[config.mk]
export PLATFORM = sky130hd
export DESIGN_NAME = exec_sequencer
export DESIGN_NICKNAME = d
export VERILOG_FILES = /design/src/rtl/exec_sequencer.sv
export SDC_FILE = /design/constraint.sdc
export NUM_CORES = 1
export LEC_CHECK = 0
export ABC_AREA = 1
export BUFFER_PORTS_ARGS = -buffer_cell sky130_fd_sc_hd__buf_2
export CAP_MARGIN = 15
export CORE_MARGIN = 1
export CORE_UTILIZATION = 55
export CTS_BUF_LIST = sky130_fd_sc_hd__clkbuf_8
export DETAILED_ROUTE_END_ITERATION = 10
export HOLD_SLACK_MARGIN = 0.05
export PLACE_DENSITY = 0.82
export SYNTH_ARGS = -nofsm -noshare
export SYNTH_HDL_FRONTEND = slang
export SYNTH_SLANG_ARGS = --single-unit
[constraint.sdc]
create_clock -name clk -period 3.1 [get_ports clk]
set_input_delay 0.31 -clock clk [delete_from_list [all_inputs] [get_ports clk]]
set_output_delay 0.31 -clock clk [all_outputs]
set_load 0.02 [all_outputs]
[src/rtl/exec_sequencer.sv]
// exec_sequencer: multi-cycle control sequencer for the XMakina core.
// Walks each instruction through fetch, decode, operand, execute, memory
// and writeback states and drives the matching datapath enables.
//
// Ports:
//   clk, reset          clock and synchronous active-high reset
//   stall               hold request, honoured only in FETCH
//   fetch_done          instruction word ready (sampled in FETCH_WAIT)
//   mem_done            memory access complete (sampled in MEM)
//   branch_taken        branch condition from decode/PSW
//   macro_op[2:0]       instruction class from decoder
//   reg_wb[1:0]         register writeback byte enables from decoder
//   exec_state[3:0]     current state code when DEBUG=1, else 0
//   fetch_en .. reg_wr_en  per-state datapath enables (registered)
//   instr_retired       pulse during the final cycle of each instruction
//   retire_count        retired-instruction counter, wraps
module exec_sequencer #(
   parameter int unsigned DEBUG    = 0,
   parameter int unsigned MEM_WAIT = 2,
   parameter int unsigned CNT_W    = 16
) (
   input  logic             clk,
   input  logic             reset,
   input  logic             stall,
   input  logic             fetch_done,
   input  logic             mem_done,
   input  logic             branch_taken,
   input  logic [2:0]       macro_op,
   input  logic [1:0]       reg_wb,
   output logic [3:0]       exec_state,
   output logic             fetch_en,
   output logic             pc_fetch_wr,
   output logic             decode_en,
   output logic             alu_in_en,
   output logic             alu_out_en,
   output logic             branch_en,
   output logic             mem_en,
   output logic             mem_wr,
   output logic [1:0]       reg_wr_en,
   output logic             instr_retired,
   output logic [CNT_W-1:0] retire_count
);

   localparam int unsigned WAIT_W = (MEM_WAIT > 1) ? $clog2(MEM_WAIT) : 1;
   localparam logic [WAIT_W-1:0] WAIT_MAX = WAIT_W'(MEM_WAIT - 1);

   localparam logic [2:0] OP_BL        = 3'd0;
   localparam logic [2:0] OP_CBRANCH   = 3'd1;
   localparam logic [2:0] OP_LOAD      = 3'd3;
   localparam logic [2:0] OP_STORE     = 3'd4;
   localparam logic [2:0] OP_SYSCALL   = 3'd5;
   localparam logic [2:0] OP_COND_EXEC = 3'd6;

   typedef enum logic [3:0] {
      S_INIT       = 4'd0,
      S_FETCH      = 4'd1,
      S_FETCH_WAIT = 4'd2,
      S_INC_PC     = 4'd3,
      S_DECODE     = 4'd4,
      S_OPERAND    = 4'd5,
      S_ALU_EXEC   = 4'd6,
      S_BRANCH     = 4'd7,
      S_NOP        = 4'd8,
      S_MEM        = 4'd9,
      S_WRITE_BACK = 4'd10
   } state_t;

   state_t            state, next_state;
   logic [WAIT_W-1:0] wait_cnt, wait_nxt;
   logic              retire;

   logic       fetch_en_nxt, pc_fetch_wr_nxt, decode_en_nxt, alu_in_en_nxt;
   logic       alu_out_en_nxt, branch_en_nxt, mem_en_nxt, mem_wr_nxt;
   logic [1:0] reg_wr_en_nxt;

   // Next state, memory wait counter, retire, and next-cycle enable decode.
   // Enables are decoded from next_state so they appear registered yet line
   // up with the state they belong to; the decoder inputs they use are stable
   // from OPERAND until retire.
   always_comb begin
      next_state      = S_INIT;
      wait_nxt        = wait_cnt;
      retire          = 1'b0;
      fetch_en_nxt    = 1'b0;
      pc_fetch_wr_nxt = 1'b0;
      decode_en_nxt   = 1'b0;
      alu_in_en_nxt   = 1'b0;
      alu_out_en_nxt  = 1'b0;
      branch_en_nxt   = 1'b0;
      mem_en_nxt      = 1'b0;
      mem_wr_nxt      = 1'b0;
      reg_wr_en_nxt   = 2'b00;

      case (state)
         S_INIT:       next_state = S_FETCH;
         S_FETCH:      next_state = stall ? S_FETCH : S_FETCH_WAIT;
         S_FETCH_WAIT: next_state = fetch_done ? S_INC_PC : S_FETCH_WAIT;
         S_INC_PC:     next_state = S_DECODE;
         S_DECODE:     next_state = S_OPERAND;
         S_OPERAND: begin
            if (macro_op == OP_BL || macro_op == OP_CBRANCH)
               next_state = S_BRANCH;
            else if (macro_op == OP_SYSCALL || macro_op == OP_COND_EXEC)
               next_state = S_NOP;
            else
               next_state = S_ALU_EXEC;
         end
         S_BRANCH: begin
            // Only a taken BL needs the link register write.
            if (macro_op == OP_BL && branch_taken) begin
               next_state = S_WRITE_BACK;
            end else begin
               next_state = S_FETCH;
               retire     = 1'b1;
            end
         end
         S_ALU_EXEC: begin
            if (macro_op == OP_LOAD || macro_op == OP_STORE) begin
               next_state = S_MEM;
               wait_nxt   = '0;
            end else begin
               next_state = S_WRITE_BACK;
            end
         end
         S_MEM: begin
            next_state = S_MEM;
            if (wait_cnt != WAIT_MAX)
               wait_nxt = wait_cnt + 1'b1;
            // An early mem_done is ignored until the minimum latency elapses.
            if (mem_done && wait_cnt == WAIT_MAX) begin
               if (macro_op == OP_STORE) begin
                  next_state = S_FETCH;
                  retire     = 1'b1;
               end else begin
                  next_state = S_WRITE_BACK;
               end
            end
         end
         S_NOP: begin
            next_state = S_FETCH;
            retire     = 1'b1;
         end
         S_WRITE_BACK: begin
            next_state = S_FETCH;
            retire     = 1'b1;
         end
         default:      next_state = S_INIT;
      endcase

      case (next_state)
         S_FETCH, S_FETCH_WAIT: fetch_en_nxt    = 1'b1;
         S_INC_PC:              pc_fetch_wr_nxt = 1'b1;
         S_DECODE:              decode_en_nxt   = 1'b1;
         S_OPERAND:             alu_in_en_nxt   = 1'b1;
         S_ALU_EXEC:            alu_out_en_nxt  = 1'b1;
         S_BRANCH: begin
            branch_en_nxt   = 1'b1;
            pc_fetch_wr_nxt = branch_taken;
         end
         S_MEM: begin
            mem_en_nxt = 1'b1;
            mem_wr_nxt = (macro_op == OP_STORE);
         end
         S_WRITE_BACK:          reg_wr_en_nxt   = reg_wb;
         default: ;
      endcase
   end

   // State, wait counter, retire counter and registered enables.
   always_ff @(posedge clk) begin
      if (reset) begin
         state        <= S_INIT;
         wait_cnt     <= '0;
         retire_count <= '0;
         fetch_en     <= 1'b0;
         pc_fetch_wr  <= 1'b0;
         decode_en    <= 1'b0;
         alu_in_en    <= 1'b0;
         alu_out_en   <= 1'b0;
         branch_en    <= 1'b0;
         mem_en       <= 1'b0;
         mem_wr       <= 1'b0;
         reg_wr_en    <= 2'b00;
      end else begin
         state       <= next_state;
         wait_cnt    <= wait_nxt;
         if (retire)
            retire_count <= retire_count + 1'b1;
         fetch_en    <= fetch_en_nxt;
         pc_fetch_wr <= pc_fetch_wr_nxt;
         decode_en   <= decode_en_nxt;
         alu_in_en   <= alu_in_en_nxt;
         alu_out_en  <= alu_out_en_nxt;
         branch_en   <= branch_en_nxt;
         mem_en      <= mem_en_nxt;
         mem_wr      <= mem_wr_nxt;
         reg_wr_en   <= reg_wr_en_nxt;
      end
   end

   // The store exit depends on mem_done in the same cycle, so the retire
   // pulse is a direct decode; a reset in that cycle aborts the retire.
   assign instr_retired = retire & ~reset;
   assign exec_state    = (DEBUG != 0) ? state : 4'd0;

endmodule

-- After elaboration in Yosys (flattened, before gate mapping)
Index checks and enable logic that the tools add are counted.
- register bits after elaboration: 31
- word-level logic and storage cells: 80
- reductions and logical operators: 14
- equality and inequality tests: 25
- add/sub/neg operators: 2
- bitwise operators: 4
- multiplexer cells: 23
- operator list (operator ; number):
    $pmux W4 S9 ; 1
    $eq A4 B3 Y1 const B ; 8
    $eq A4 B4 Y1 const B ; 5
    $mux W4 ; 5
    $add A16 B1 Y16 const B ; 1
    $eq A4 B2 Y1 const B ; 4
    $mux W1 ; 12
    $eq A3 B3 Y1 const B ; 3
    $eq A4 B1 Y1 const B ; 2
    $reduce_or A2 Y1 ; 4
    $logic_not A4 Y1 ; 1
    $mux W2 ; 2
    $pmux W1 S2 ; 2
    $eq A3 B1 Y1 const B ; 1
    $eq A3 B2 Y1 const B ; 1
    $logic_not A3 Y1 ; 1
    $logic_or A1 B1 Y1 ; 3
    $not A1 Y1 ; 3
    $pmux W1 S3 ; 1
    $reduce_or A3 Y1 ; 1
    $logic_and A1 B1 Y1 ; 2
    $ne A2 B2 Y1 const B ; 1
    $reduce_and A2 Y1 ; 1
    $reduce_bool A2 Y1 ; 1
    2 further kinds ; 2

-- Logic depth before layout (Yosys ltp)
Gate-level depths: netlist (run 1).
- word-level depth: 8
- gate-level depth with buffers: 11

-- Worst setup path before layout (run 1)
OpenSTA, ideal clock, no wires.
- path kind: flip-flop to output port
- start point: reg state[0]
- end point: out instr_retired
- slack: 1.536 ns
- data required time: 2.790 ns
- cell stages (with the launch flop): 8
- buffers on the path: 1
- data arrival time: 1.254 ns
- cells stage by stage: dfxtp_1 > inv_2 > nor2_2 > nand2_2 > nor2_4 > nor2_4 > buf_6 > nor2_1
- word-level cells in the longest chain between the ends: 4
- elaborated cells on any way between the ends: 7
- classes of those cells: eq/ne: 4; mux: 1; bitwise: 1; reduce/logical: 1
- RTL lines (what ; line ; text):
    start: declaration ; 68 ; state_t state, next_state;
    start signal: assignment ; 185 ; state <= next_state;
    $eq A4 B4 Y1 ; 94 ; case (state)
    $reduce_or A2 Y1 (no line) ; -- ;
    $pmux W1 S3 (*) ; 94 ;
    $and A1 B1 Y1 (*) ; 203 ; assign instr_retired = retire & ~reset;
    end: declaration ; 40 ; output logic instr_retired,
Mark *: on every way between the ends. The rest lies on a longest branch, timed or not.

-- Worst setup path in the final report (run 1)
- start point: reg state[3]
- end point: out instr_retired
Same word-level chain as after synthesis.

==> results of run 1 <==
-- critical path, cell delays in order (launching register included) --
cell and delay [ps]:
dfxtp_1 380, inv_2 60, nand2_2 80, nor2_1 70
nand2_1 100, nand2_2 70, nor2_4 330, nor2_1 60
buf_2 170
-- how the worst max path moves through the flow --
| stage | from | endpoint | slack (ps) | cells past startpoint |
|---|---|---|---|---|
| 2_1_floorplan | state[0] | instr_retired | 1540 | 7 |
| 3_3_place_gp | macro_op[1] | instr_retired | 1400 | 8 |
| 3_5_place_dp | macro_op[1] | instr_retired | 1380 | 8 |
| 4_1_cts | state[3] | instr_retired | 1160 | 8 |
| 5_1_grt | state[3] | instr_retired | 1050 | 8 |
| 6_report | state[3] | instr_retired | 1160 | 8 |
-- sequential cells by signal, indices dropped and copies added (netlist names) --
signal / cells
retire_count: 16
pc_fetch_wr: 1
mem_wr: 1
decode_en: 1
wait_cnt: 1
alu_in_en: 1
state: 4
reg_wr_en: 2
mem_en: 1
fetch_en: 1
branch_en: 1
alu_out_en: 1
-- per-layer routing --
metal  share of wire (%)  global-route usage (%)  wire, um  vias to the layer above
met5                   0                       0         0                        -
met4                 1.8                    9.76        65                        0
met3                 7.9                    9.52       284                        7
met2                  43                    35.8      1560                       55
met1                  47                    31.0      1680                      757
li1                    -                       -         -                      900
-- kinds of logic after synthesis --
kind of cell	after synthesis	synth area share, %
AND/OR/NAND/NOR	167	42.4
buffers and inverters	40	10.8
flip-flops	31	36.9
AO/OA/AOI/OAI	20	6.32
XOR/XNOR	5	2.60
adder cells (fa/ha/maj)	1	0.743
other	1	0.223
-- power by group through the flow --
stage | logic [mW] | clock network, mW | registers (mW)
after floorplan | 0.0636 | 0 | 0.427
after global placement | 0.0863 | 0 | 0.423
after detailed placement | 0.0880 | 0 | 0.423
after CTS | 0.0887 | 0.323 | 0.414
after global routing | 0.0998 | 0.343 | 0.416
final | 0.0890 | 0.315 | 0.414
-- synthesized netlist by cell type, types with 2 or more instances --
cell type and n:
nand2_1 77, nor2_1 48, dfxtp_1 31, inv_1 28, nand3_1 22, a21oi_1 14, nor3_1 6, buf_4 4
nand4_1 4, o21ai_0 4, nand2_2 3, xor2_1 3, buf_6 2, clkbuf_1 2, inv_2 2, nand3_2 2
nor2_2 2, nor2_4 2, xnor2_1 2
-- cells in the final DEF (no fill, tap or decap), types with 5 or more instances in the layout --
cell	count
nor3_1	6
nand3_1	22
dfxtp_1	31
clkbuf_8	5
nand2_1	77
nor2_1	48
buf_2	37
inv_1	28
a21oi_1	14
-- area by class of cell --
class	instances	share of cell area (%)
clock buffer	5	3.54
clock inverter	3	1.03
inverter	31	6.11
multi-input combinational	197	45.9
sequential	31	31.9
tap	31	1.99
timing repair buffer	37	9.52
-- stage by stage --
stage	util, %	setup slack [ps]	hold WS (ps)	total power [mW]
final	68.7	1160	223	0.819
after floorplan	-	1540	422	0.491
after global routing	68.7	1050	213	0.858
after global placement	65.6	1400	462	0.509
after CTS	68.7	1160	217	0.826
after detailed placement	65.6	1380	462	0.511
==> PnR_summary.wiki, run 1 <==
{| class="wikitable"
! Metric !! Value
|-
| Status || finished, violations left
|-
| Failing checks || design-rule violations
|-
| Number of cells in the design after placement || 327
|-
| Slew Viols, Final || 0
|-
| Final instance area || 1940 um2
|-
| Sort of element at the end of the critical path || output pin
|-
| Die Wd || 57.3 um
|-
| Number of buffers added to fix hold violations after cts || 0
|-
| Non-Filler Instances || 335
|-
| FF-to-FF Start || retire_count[1]
|-
| Critical Path Source Type || flip-flop
|-
| Clk pin slew, worst setup/hold paths || 70 ps
|-
| Clock latency reported for the late side of the worst-skew pair || 290 ps
|-
| Number of maximum-capacitance violations || 0
|-
| Crit path kind || flip-flop to output pin
|-
| Pwr/cell area || 421 nW/um2
|-
| Share of power burned in the clock network || 38.5%
|-
| Setup repair after global routing missed its margin || no
|-
| Switching Fraction || 28.0%
|-
| Gr usage total || 24.0%
|-
| FF+latch count, synth || 31
|-
| Area share of the leading cell type in the synthesized netlist || 36.8%
|-
| Setup slack of the most critical reg-to-reg path || 1510 ps
|-
| Setup TNS || 0 ps
|-
| Number of gates resized after CTS || 0
|-
| Hold Path Class || input port to flip-flop
|-
| Post-synth design cell area || 1680 um2
|-
| Vias after detailed routing || 1,719
|-
| Maximum VDD drop || 0.000345 V
|-
| Total net switching power || 0.229 mW
|-
| Die outline area || 3290 um2
|-
| Number of filler instances in the final layout || 260
|-
| Core Region || 2830 um2
|-
| CTS Buffer Depth || 2
|-
| Setup-failing EPs final || 0
|-
| Post-CTS setup-driven buffer insertion count || 0
|-
| Number of global-route vias before repair || 1,388
|-
| Cell accounting for the most synthesized area || dfxtp_1
|-
| Average vias per placed instance || 5.13
|-
| Post-layout net count || 315
|-
| Die Y-Extent || 57.3 um
|-
| Gate count after technology mapping || 265
|-
| Maximum number of pins on one net before global-route repair || 19
|-
| Static leakage || 0.933 nW
|-
| Final estimated routing congestion in global placement || 0.884
|-
| DP HPWL || 2.71 mm
|-
| Peak Freq || 0.516 GHz
|-
| Main synth FF type || dfxtp_1
|-
| Portion of total power attributed to sequential cells || 50.6%
|-
| WL/cell || 10.7 um
|-
| Residual antenna-violating net count after detailed routing || 0
|-
| Slew at the pin with the worst max-slew slack || 509 ps
|-
| Number of detailed-route iterations in the first pass || 8
|-
| Synth unique cells || 26
|-
| Cells on Worst Hold Path || 3
|-
| Endpoint of the worst hold path || reg_wr_en[1]
|-
| First-pass GRT wire length || 5.82 mm
|-
| Path depth of the worst reg2reg path || 8
|-
| Tmin final || 1940 ps
|-
| Top post-synthesis cells by area || dfxtp_1 37%, nand2_1 17%, nor2_1 11%
|-
| Multi-input gate area in the final layout || 892 um2
|-
| Post-detailed-routing wire length || 3.59 mm
|-
| Clock tree from TritonCTS || yes
|-
| Number of antenna violations at the first check in global routing || 0
|-
| Port Buffers || 37
|-
| Sink count of the clock tree || 31
|-
| Capturing point of the worst reg2reg path || retire_count[14]
|-
| Required time worst endpoint || 2790 ps
|-
| Cell-internal power || 0.590 mW
|-
| Antenna fix cells || 0
|-
| Overflow left after global routing || 0
|-
| Io pins || 42
|-
| H-tree levels || 2
|-
| DRC || 3
|-
| Highest fanout seen on the critical path || 17
|-
| Standard-cell row count || 19
|-
| EDFF count, synth || 0
|-
| Synth async-reset ratio || 0%
|-
| Share of final-layout standard cells stronger than drive strength 1 || 19.1%
|-
| Startpoint of the lowest-slack hold path || reg_wb[1]
|-
| Cell Area, Placed || 1860 um2
|-
| Average cell area after synthesis || 6.36 um2
|-
| Area Overhead vs Synth || 15.5%
|-
| Part of the total power dissipated in combinational logic || 10.9%
|-
| Synth Warn # || 0
|-
| Area occupied by registers || 621 um2
|-
| Sequential area share after synthesis || 36.8%
|-
| Final period util || 62.5%
|-
| Relative max-transition margin || 65.8%
|-
| Final hold viol count || 0
|-
| Critical Path AT || 1630 ps
|-
| Number of DRC markers in iteration 0 || 109
|-
| Final clock skew || 5.31 ps
|-
| CTS Root Buffer Type || clkbuf_8
|-
| Initial Utilization || 59.5%
|-
| Number of buffers created by CTS || 5
|}
Note: power is estimated with default switching activity, not from simulation.
==> inputs of run 2 (changes only) <==
--- a/config.mk
+++ b/config.mk
@@ -9,11 +9,11 @@
 export BUFFER_PORTS_ARGS = -buffer_cell sky130_fd_sc_hd__buf_2
 export CAP_MARGIN = 15
 export CORE_MARGIN = 1
-export CORE_UTILIZATION = 55
+export CORE_UTILIZATION = 49
 export CTS_BUF_LIST = sky130_fd_sc_hd__clkbuf_8
 export DETAILED_ROUTE_END_ITERATION = 10
 export HOLD_SLACK_MARGIN = 0.05
-export PLACE_DENSITY = 0.82
+export PLACE_DENSITY = 0.77
 export SYNTH_ARGS = -nofsm -noshare
 export SYNTH_HDL_FRONTEND = slang
 export SYNTH_SLANG_ARGS = --single-unit
==> constraint.sdc (replaced) <==
create_clock -name clk -period 1.65 [get_ports clk]
set_input_delay 0.165 -clock clk [delete_from_list [all_inputs] [get_ports clk]]
set_output_delay 0.165 -clock clk [all_outputs]
set_load 0.02 [all_outputs]
==> PnR_summary.wiki, run 2 (synthesis gave the netlist of run 1 again) <==
{| class="wikitable"
! Metric !! Value
|-
| Status || completed
|-
| Number of cells in the design after placement || 343 (+4.9%)
|-
| Overflow left after global routing || 0 (unchanged)
|-
| Sort of element at the end of the critical path || output pin
|-
| Pwr/cell area || 794 nW/um2 (+89%)
|-
| Setup TNS || 0 ps (unchanged)
|-
| Capturing point of the worst reg2reg path || retire_count[12]
|-
| Clock latency reported for the late side of the worst-skew pair || 280 ps (about the same)
|-
| Highest fanout seen on the critical path || 4 (-13)
|-
| Number of DRC markers in iteration 0 || 90 (-17%)
|-
| Setup slack of the most critical reg-to-reg path || 200 ps (-1310 ps)
|-
| CTS Root Buffer Type || clkbuf_8
|-
| Average vias per placed instance || 4.87 (-5.2%)
|-
| Die Y-Extent || 60.6 um (+5.7%)
|-
| Core Region || 3150 um2 (+11%)
|-
| FF-to-FF Start || state[3]
|-
| Number of filler instances in the final layout || 323 (+24%)
|-
| H-tree levels || 2 (unchanged)
|-
| Path depth of the worst reg2reg path || 10 (+2)
|-
| Crit path kind || flip-flop to output pin
|-
| Final hold viol count || 0 (unchanged)
|-
| Number of antenna violations at the first check in global routing || 0 (unchanged)
|-
| Final Hold Slack || 91.8 ps (-131 ps)
|-
| Die outline area || 3680 um2 (+12%)
|-
| Antenna fix cells || 0 (unchanged)
|-
| Final clock skew || 4.06 ps (-1.25 ps)
|-
| Final period util || 93.5%
|-
| DRC || 0 (-3)
|-
| CTS Buffer Depth || 2 (unchanged)
|-
| Required time worst endpoint || 1480 ps (-1310 ps)
|-
| Critical Path Source Type || flip-flop
|-
| Max reg flops || 16 (unchanged)
|-
| Launch point of the worst path || state[3]
|-
| Post-layout power || 1.60 mW (+96%)
|-
| Commonest cells after routing, fill and taps aside || 77 x nand2_1, 48 x nor2_1, 37 x buf_2, 29 x inv_1, 29 x dfxtp_1
|-
| Maximum VDD drop || 0.000516 V (+49%)
|-
| Clk pin slew, worst setup/hold paths || 60 ps (about the same)
|-
| Hold Path Class || input port to flip-flop
|-
| DP HPWL || 2.85 mm (+5.1%)
|-
| Worst setup path end || instr_retired
|-
| Share of final-layout standard cells stronger than drive strength 1 || 21.1% (+2.0 points)
|-
| Peak Freq || 0.648 GHz
|-
| Slew Viols, Final || 0 (unchanged)
|-
| Standard-cell row count || 20 (+1)
|-
| Io pins || 42 (unchanged)
|-
| First-pass GRT wire length || 6.45 mm (+11%)
|-
| Number of global-route vias before repair || 1,443 (+4.0%)
|-
| Initial Utilization || 53.4% (-6.1 points)
|-
| Non-Filler Instances || 352 (+5.1%)
|-
| Reg with most FFs || retire_count
|-
| Number of maximum-capacitance violations || 0 (unchanged)
|-
| Vias after detailed routing || 1,713 (-0.35%)
|-
| Static leakage || 0.969 nW (+3.8%)
|-
| Startpoint of the lowest-slack hold path || reg_wb[1]
|-
| Post-detailed-routing wire length || 3.78 mm (+5.4%)
|-
| Util after Layout || 64.0% (-4.7 points)
|-
| Maximum number of pins on one net before global-route repair || 15 (-4)
|-
| WL/cell || 10.7 um (+0.34%)
|-
| Area Overhead vs Synth || 19.9%
|-
| Most common library cell in the layout ignoring fill and taps || nand2_1
|-
| Post-layout net count || 319 (+1.3%)
|-
| Port Buffers || 37 (unchanged)
|-
| Final estimated routing congestion in global placement || 0.974 (+10%)
|-
| Residual antenna-violating net count after detailed routing || 0 (unchanged)
|-
| Critical Path AT || 1380 ps (-250 ps)
|-
| Tmin final || 1540 ps
|-
| Number of buffers created by CTS || 5 (unchanged)
|-
| Number of detailed-route iterations in the first pass || 4 (-4)
|-
| Die Wd || 60.6 um (+5.7%)
|-
| Gr usage total || 23.9% (-0.095 points)
|-
| Largest registers in the final layout || retire_count (16), state (4), reg_wr_en (2)
|-
| Sink count of the clock tree || 31 (unchanged)
|-
| Setup repair after global routing missed its margin || no
|-
| Setup-failing EPs final || 0 (unchanged)
|-
| Clock tree from TritonCTS || yes
|}
[run 2: changes by cell type in the layout (fill, tap and decap cells not counted), moves of 2 or more]
| cell | delta |
|---|---|
| clkinvlp_4 | -2 |
| nor3_1 | -2 |
| clkbuf_8 | +2 |
| buf_4 | +4 |
| nor3_2 | +2 |
| dfxtp_1 | -2 |
| dfxtp_2 | +2 |
[run 2: final cells by class]
cell class / instances / area, um2 / share of cell area, %
clock buffers: 7 / 96.3 / 4.77
clock inverters: 1 / 3.75 / 0.186
inverters: 31 / 119 / 5.89
multi-input cells: 197 / 907 / 44.9
flip-flops and latches: 31 / 623 / 30.9
well taps: 44 / 55.1 / 2.73
repair buffers: 41 / 215 / 10.7
[run 2: power breakdown]
part	internal (mW)	switching, mW	total (mW)
Sequential	0.766	0.0140	0.780
Combinational	0.0550	0.119	0.174
Clock	0.374	0.276	0.650
[run 2: how the worst min path moves through the flow]
stage	slack (ps)	endpoint	depth (start not counted)
floorplan	280	reg_wr_en[0]	2
global placement	380	reg_wr_en[1]	3
detailed placement	380	reg_wr_en[1]	3
CTS	90	reg_wr_en[1]	3
global route	100	reg_wr_en[1]	3
finish	90	reg_wr_en[1]	3
[run 2: what timing repair did]
action                                  4_1_cts  5_1_grt
buffers inserted                              1        0
hold buffers                                  0        0
endpoints found under the setup margin        1        3
pin swaps                                     1        0
gates resized for setup                       1        4
[run 2: through the flow]
step / area (um2) / worst slack [ps]
5_1_grt: 2020 / 5.25
6_report: 2020 / 107
3_5_place_dp: 1890 / 165
2_1_floorplan: 1700 / 162
3_3_place_gp: 1890 / 173
4_1_cts: 2000 / 72.6
[run 2: layer usage]
metal  share of wire [%]  vias up  global-route usage [%]
met5                   0        -                       0
met4                 1.3        0                    8.44
met3                 6.6        6                    6.82
met2                  41       53                    34.1
met1                  51      750                    34.3
li1                    -      904                       -
[run 2: worst max-delay path, cell delays in order, from the launching register on]
cell,delay [ps]
dfxtp_1,380
inv_2,60
nor2_1,110
nand2_2,100
nor2_4,130
nor2_4,40
nor2_1,100
buf_2,170
